==> config.mk <==
export PLATFORM = sky130hd
export DESIGN_NAME = uop_queue_n
export DESIGN_NICKNAME = d
export VERILOG_FILES = /design/src/rtl/uop_queue_n.sv
export SDC_FILE = /design/constraint.sdc
export NUM_CORES = 2
export LEC_CHECK = 0
export BUFFER_PORTS_ARGS = -buffer_cell sky130_fd_sc_hd__buf_4
export CORE_ASPECT_RATIO = 1.75
export CORE_MARGIN = 8
export CORE_UTILIZATION = 55
export DETAILED_ROUTE_END_ITERATION = 10
export PLACE_DENSITY = 0.82
export SLEW_MARGIN = 5
export SYNTH_ARGS = -nofsm -noshare
export SYNTH_HDL_FRONTEND = slang
export SYNTH_SLANG_ARGS = --single-unit
==> constraint.sdc <==
create_clock -name CLK -period 7.8 [get_ports CLK]
set_clock_uncertainty 0.05 [all_clocks]
set_input_delay 1.56 -clock CLK [delete_from_list [all_inputs] [get_ports CLK]]
set_output_delay 1.56 -clock CLK [all_outputs]
set_load 0.03 [all_outputs]
==> src/rtl/uop_queue_n.sv <==
// uop_queue_n: multi-lane micro-op queue between decode and issue.
//
// The decoder writes up to LANES uops per instruction, one per lane, into per-lane
// circular buffers. The queue emits one uop per non-stalled cycle in lane order
// 0,1,2,... until a uop with its end-of-instruction bit set, then restarts at lane 0.
//
// Ports:
//   CLK         clock, rising edge
//   RST         synchronous active-high reset (also clears err)
//   flush       synchronous queue clear, err retained
//   IN_uop      packed uops, lane i at [i*W +: W]
//   WR_EN       per-lane write request
//   pipe_stall  downstream cannot accept the head uop this cycle
//   OUT_uop     head uop of the current lane, NOP when not valid
//   OUT_valid   OUT_uop is a real uop
//   Q_full      some lane holds DEPTH entries
//   Q_afull     some lane count >= DEPTH-AF_MARGIN
//   err         sticky: an instruction ran past the last lane without an EOI
//   occ0        lane-0 occupancy (number of queued instructions)

module uop_queue_n #(
   parameter int unsigned W         = 39,
   parameter int unsigned LANES     = 4,
   parameter int unsigned DEPTH     = 16,
   parameter int unsigned EOI_BIT   = 27,
   parameter int unsigned AF_MARGIN = 2,
   parameter logic [W-1:0] NOP      = 39'h00_0800_0000
) (
   input  logic                         CLK,
   input  logic                         RST,
   input  logic                         flush,
   input  logic [LANES*W-1:0]           IN_uop,
   input  logic [LANES-1:0]             WR_EN,
   input  logic                         pipe_stall,
   output logic [W-1:0]                 OUT_uop,
   output logic                         OUT_valid,
   output logic                         Q_full,
   output logic                         Q_afull,
   output logic                         err,
   output logic [$clog2(DEPTH+1)-1:0]   occ0
);

   localparam int unsigned PW = $clog2(DEPTH);
   localparam int unsigned CW = $clog2(DEPTH + 1);
   localparam int unsigned LW = $clog2(LANES);

   localparam logic [CW-1:0] DepthC   = CW'(DEPTH);
   localparam logic [CW-1:0] AfLevel  = CW'(DEPTH - AF_MARGIN);
   localparam logic [LW-1:0] LastLane = LW'(LANES - 1);

   typedef enum logic [1:0] {
      S_IDLE,
      S_EMIT,
      S_WAIT
   } state_e;

   logic [W-1:0]  mem_q    [LANES][DEPTH];
   logic [PW-1:0] rd_ptr_q [LANES];
   logic [PW-1:0] rd_ptr_d [LANES];
   logic [PW-1:0] wr_ptr_q [LANES];
   logic [PW-1:0] wr_ptr_d [LANES];
   logic [CW-1:0] cnt_q    [LANES];
   logic [CW-1:0] cnt_d    [LANES];

   logic [LW-1:0] cur_q, cur_d;
   state_e        state_q, state_d;
   logic          err_q, err_d;

   logic             clr;
   logic             full, afull;
   logic             pop;
   logic             any_d;
   logic [LANES-1:0] push;
   logic [LANES-1:0] pop_lane;
   logic [W-1:0]     head;

   assign clr  = RST | flush;
   assign head = mem_q[cur_q][rd_ptr_q[cur_q]];

   // Flags come from registered counts only, so a same-cycle pop never frees a slot
   // for a write; all lanes are blocked together to keep instructions whole.
   always_comb begin
      full  = 1'b0;
      afull = 1'b0;
      for (int i = 0; i < LANES; i++) begin
         if (cnt_q[i] == DepthC)  full  = 1'b1;
         if (cnt_q[i] >= AfLevel) afull = 1'b1;
      end
   end

   // S_EMIT always implies lane cur is non-empty, so no occupancy check is needed here.
   assign pop = (state_q == S_EMIT) & ~pipe_stall & ~clr;

   always_comb begin
      for (int i = 0; i < LANES; i++) begin
         push[i]     = WR_EN[i] & ~full & ~clr;
         pop_lane[i] = pop & (cur_q == LW'(i));
         wr_ptr_d[i] = wr_ptr_q[i] + PW'(push[i]);
         rd_ptr_d[i] = rd_ptr_q[i] + PW'(pop_lane[i]);
         cnt_d[i]    = cnt_q[i] + CW'(push[i]) - CW'(pop_lane[i]);
         if (clr) begin
            wr_ptr_d[i] = '0;
            rd_ptr_d[i] = '0;
            cnt_d[i]    = '0;
         end
      end
   end

   // Transitions look at next-cycle counts, so a uop written at one edge is shown
   // in the following cycle.
   always_comb begin
      state_d = state_q;
      cur_d   = cur_q;
      err_d   = err_q;
      any_d   = 1'b0;
      for (int i = 0; i < LANES; i++) begin
         if (cnt_d[i] != '0) any_d = 1'b1;
      end

      unique case (state_q)
         S_IDLE: begin
            if (cnt_d[0] != '0) state_d = S_EMIT;
         end
         S_EMIT: begin
            if (pop) begin
               if (head[EOI_BIT]) begin
                  cur_d = '0;
               end else if (cur_q == LastLane) begin
                  // Ran off the last lane without an EOI: resync at lane 0.
                  cur_d = '0;
                  err_d = 1'b1;
               end else begin
                  cur_d = cur_q + 1'b1;
               end

               if (cnt_d[cur_d] != '0) begin
                  state_d = S_EMIT;
               end else if ((cur_d == '0) && !any_d) begin
                  state_d = S_IDLE;
               end else begin
                  state_d = S_WAIT;
               end
            end
         end
         S_WAIT: begin
            if (cnt_d[cur_q] != '0) state_d = S_EMIT;
         end
         default: state_d = S_IDLE;
      endcase

      if (clr) begin
         state_d = S_IDLE;
         cur_d   = '0;
      end
   end

   always_ff @(posedge CLK) begin
      if (RST) begin
         state_q <= S_IDLE;
         cur_q   <= '0;
         err_q   <= 1'b0;
         for (int i = 0; i < LANES; i++) begin
            rd_ptr_q[i] <= '0;
            wr_ptr_q[i] <= '0;
            cnt_q[i]    <= '0;
         end
      end else begin
         state_q <= state_d;
         cur_q   <= cur_d;
         err_q   <= err_d;
         for (int i = 0; i < LANES; i++) begin
            rd_ptr_q[i] <= rd_ptr_d[i];
            wr_ptr_q[i] <= wr_ptr_d[i];
            cnt_q[i]    <= cnt_d[i];
         end
      end
   end

   // Storage needs no reset; only entries between rd_ptr and wr_ptr are ever shown.
   always_ff @(posedge CLK) begin
      for (int i = 0; i < LANES; i++) begin
         if (push[i]) mem_q[i][wr_ptr_q[i]] <= IN_uop[i*W +: W];
      end
   end

   assign OUT_valid = (state_q == S_EMIT);
   assign OUT_uop   = OUT_valid ? head : NOP;
   assign Q_full    = full;
   assign Q_afull   = afull;
   assign err       = err_q;
   assign occ0      = cnt_q[0];

endmodule
Yosys cells after proc, flatten, opt, wreduce, memory -nomap -nowiden

Memory sizes are Yosys's and may differ from the RTL's. A register that Yosys moved wholly into a read port is not among the register bits.
Cells that the tools add are included.

Register bits: 5
Latch bits: 0
RAM bits: 2548
Bits in read-only memories: 0
Bits of input ports: 164
Word-level logic and storage cells: 187
Memories kept: 4

Memory list:

| name     | depth | width | rd ports | clocked after Yosys merged registers in | write ports | RTL line | text |
|---|---|---|---|---|---|---|---|
| mem_q    | 4     | 624   | 1        | 1                                       | 4           | 57       | `logic [W-1:0] mem_q [LANES][DEPTH];` |
| cnt_q    | 4     | 5     | 4        | 0                                       | 4           | 62       | `logic [CW-1:0] cnt_q [LANES];` |
| rd_ptr_q | 4     | 4     | 5        | 1                                       | 4           | 58       | `logic [PW-1:0] rd_ptr_q [LANES];` |
| wr_ptr_q | 4     | 4     | 4        | 0                                       | 4           | 60       | `logic [PW-1:0] wr_ptr_q [LANES];` |

Add/subtract/negate cells: 17
Multiply operators: 0
Div/mod/pow operators: 0
Order comparisons: 15
Eq/ne operators: 12
Shift operators: 0
Mux-type cells: 79
Bitwise gates (word level): 38
Reductions and logical operators: 19

Operators by type and width:

| cell               | count |
|---|---|
| $mux 624           | 4 |
| $demux 39 s4       | 4 |
| $mux 39            | 7 |
| $bmux 39 s4        | 1 |
| $mux 4             | 16 |
| $mux 5             | 12 |
| $add 4x1->4        | 8 |
| $reduce_bool 5->1  | 6 |
| $mux 2             | 13 |
| $ge 5x5->1 const B | 5 |
| $not 4->5          | 5 |
| $add 5x1->5        | 4 |
| $bmux 5 s2         | 2 |
| $eq 5x5->1 const B | 4 |
| $ge 5x4->1 const B | 4 |
| $lt 5x1->1 const B | 4 |
| $sub 5x1->5        | 4 |
| $mux 1             | 19 |
| $and 1x1->1        | 14 |
| $or 1x1->1         | 13 |
| $eq 2x2->1 const B | 3 |
| $ge 3x3->1 const B | 2 |
| $logic_not 2->1    | 3 |
| $not 2->3          | 2 |
| 12 further kinds   | 21 |

Longest topological paths before layout

Depth after elaboration: 22
Gate-level depth with buffers: 18

Least setup slack after synthesis

OpenSTA, ideal clock, no wires.

Path type: input-to-reg
Start: input port flush
End: memory mem_q[0][585] (netlist name) (enable)
Arrival: 5.377 ns
Setup slack: 1.889 ns
Stages: 6
Buffers on the path: 1
Cells stage by stage: or2_2 > clkbuf_1 > nor2_1 > nand2_1 > or3_1 > nor3_1

RTL lines:

| element         | RTL line | text |
|---|---|---|
| start, declared | 31       | `input logic flush,` |
| end, declared   | 57       |  |

==> summary.md <==
| Metric | Value |
|---|---|
| Routed Antenna Nets | 0 |
| Crit start category | register |
| Total CTS buffers | 210 |
| Cell mode on critical path | buf_4 |
| Seq. cell area | 0.07614 mm2 |
| PD cells | 239.1 mW/mm2 |
| Dpl ws | 1.867 ns |
| Initial antenna violation count | 35 |
| Die Span Y | 575.2 um |
| Worst-path maximum fanout | 35 |
| WP depth | 7 |
| Crit-path max cell delay | 1.08 ns |
| IO Port Bufs | 211 |
| CTS root buf | clkbuf_16 |
| CP Capture Point | OUT_uop[6] |
| CTS max path bufs | 4 |
| FF-to-FF End | state_q[1] |
| Most area-hungry cell type in the Yosys netlist | edfxtp_1 |
| Worst min path class | reg2reg |
| Vias in the first global route | 54.06k |
| Via count | 52.48k |
| RSZ-0062 raised after global routing | no |
| Cell area after synthesis | 0.09829 mm2 |
| CP top delay family | simple AND/OR/NAND/NOR gates |
| Slew Limit Fails | 0 |
| Total setup buffers inserted after CTS | 0 |
| First-pass GRT wire length | 444.8 mm |
| Placed Area | 0.1036 mm2 |
| WP data arrival | 5.29 ns |
| Critical path class | reg2out |
| Final Util | 62.04% |
| Period utilization | 88.44% |
| Hold Vio Cnt, Final | 0 |
| Final setup fails | 0 |
| Leakage | 0.03386 uW |
| Mapped Cells | 4060 |
| Max-slew headroom | 2.990% |
| Vias/cell | 7.497 |
| Share of cells above drive strength 1 | 33.00% |
| Routed wire length per instance | 46.67 um |
| Area Growth Syn to Fin | 12.35% |
| YS warnings | 0 |
| Remaining DRCs | 0 |
| Slowest stage cell, crit path | nor2_4 |
| Clock Sinks | 2555 |
| Post-route setup slack | 0.9020 ns |
| Share of the synthesized area in the top cell type | 76.25% |
| CP Data Required Time | 6.19 ns |
| Overall Global Routing Usage | 33.56% |
| #FFs+latches synth | 2555 |
| Main synth FF type | edfxtp_1 |
| Die area | 0.1930 mm2 |
| CTS tree | built |
| Initial Util | 55.22% |
| Count of hold buffers inserted by post-cts repair | 0 |
| Worst slew pin tran | 1.452 ns |
| Register-to-Register Path Depth | 10 |
| Worst VDD drop | 0.0002369 V |
| Die span in x | 335.6 um |
| Gpl congestion | 0.8308 |
| Fillers | 10.79k |
| Setup TNS | 0 ns |
| Reg2reg setup slack | 3.08 ns |
| Syn_nets | 4284 |
| Max-Cap Viols | 0 |
| Yosys cell types | 48 |
| CORE AREA | 0.1780 mm2 |
| Initial DRC Count | 10.32k |
| Total grt overflow | 0 |
| Largest cells by area after synthesis | edfxtp_1, mux4_2, dfxtp_1 |
| Post-synth EDFFs | 2496 |
| Max H-tree Level | 4 |
| Crit-path cells | buf_4 > mux4_2 > nand2b_1 > nor2_4 > buf_4 > a221o_1 > buf_4 |
| Final critical-path required period | 6.898 ns |
| CP Buf/Inv Count | 3 |
| Cts repair resizes | 0 |
| Largest net degree at the start of global routing | 113 |
| Post-Syn Area per Cell | 24.21 um2 |
| I/O pin total | 212 |
| Clock latency on the worst-skew pair | 0.85 ns |
| Most frequent cells in the layout | edfxtp_1, mux4_2, buf_4 |
| Fin area | 0.1104 mm2 |
| CP endpoint kind | output port |
| Status | finished clean |
| Post-route total power | 26400 uW |
| Maximum clock frequency | 145.0 MHz |
| Fin nets | 4648 |
| Most common cell after layout, fill and taps aside | edfxtp_1 |
| Ys async rst share | 0% |
| Multi-input logic area | 0.02115 mm2 |
| Initial DRT Pass Iterations | 7 |
| Detailed Place HPWL | 167.5 mm |
| CTS clk-pin slew, worst paths | 0.07 ns |
| Row count | 205 |
| Seq/Total Area, Yosys | 77.46% |
| Total wire length | 326.7 mm |
layer usage:
layer  up-vias  routed length, um  share of wire (%)  global-route usage [%]
met5         -                 48              0.015                       0
met4        10              35080                 11                   27.56
met3      1803              48930                 15                   9.963
met2      6304             152000                 47                   52.32
met1     26242              90650                 28                   38.35
li1      18119                  -                  -                       -
worst min-delay path: cells and delay by family (launching register included):
family           cells  cell delay (ns)
flip-flops           1             0.33
AO/OA/AOI/OAI        1             0.05
AND/OR/NAND/NOR      1             0.07
sequential cells by signal (all words and copies together), names as in the netlist, named ones only:
name,cells
err,1
wr_ptr_q,16
state_q,2
mem_q,2496
rd_ptr_q,16
cnt_q,20
cur_q,2
cells by family (layout without fill, tap and decap cells):
logic type	Yosys count	count (layout)	share of synthesized area, %
AND/OR/NAND/NOR	234	234	1.125
buffers and inverters	280	808	1.508
XOR/XNOR	28	28	0.2495
AO/OA/AOI/OAI	106	106	0.8045
multiplexers	797	797	18.06
adder cells (fa/ha/maj)	60	60	0.7943
flip-flops	2555	2555	77.46
other	0	32	0
cell usage after synthesis (all sizes together), types with 2 or more instances:
cell,n
mux2i,15
buf,152
o21bai,2
inv,65
or3,4
o22ai,20
xnor2,14
xor2,14
nand3,16
nor2,93
dfxtp,59
edfxtp,2496
a21oi,9
nand3b,4
and2,32
fa,4
clkbuf,50
nor4,2
nand2,37
nor3,20
clkinv,13
o31ai,2
nand4,6
a21o,4
nor2b,3
o21ai,3
a221o,20
nand2b,11
ha,56
mux4,781
a31oi,5
a22oi,36
and3,2
stage by stage:
stage | hold slack, ns | instances
floorplan | 0.4239 | 4060
global placement | 0.4125 | 6588
detailed placement | 0.4146 | 6590
CTS | 0.4325 | 6966
global route | 0.4619 | 6986
finish | 0.4305 | 7000
where the power goes:
part	switching [uW]	internal (uW)
registers	13.9	15100
clock network	5050	5840
logic	325	101
total	5390	21000
area by class of cell:
class	instances	area share (%)
sequential	2555	68.95
multi-input combinational	1225	19.15
clock buffer	250	4.942
timing repair buffer	354	2.742
tap	2380	2.696
clock inverter	126	1.177
inverter	78	0.2742
antenna	32	0.07251
worst min-delay path by stage:
stage                         from             end  slack (ns)  depth (start not counted)
finish                         err             err        0.43                          2
global route                   err             err        0.46                          2
CTS                            err             err        0.43                          2
detailed placement             err             err        0.41                          2
global placement               err             err        0.41                          2
floorplan           rd_ptr_q[1][3]  rd_ptr_q[1][3]        0.42                          2
Note: power is estimated with default switching activity, not from simulation.
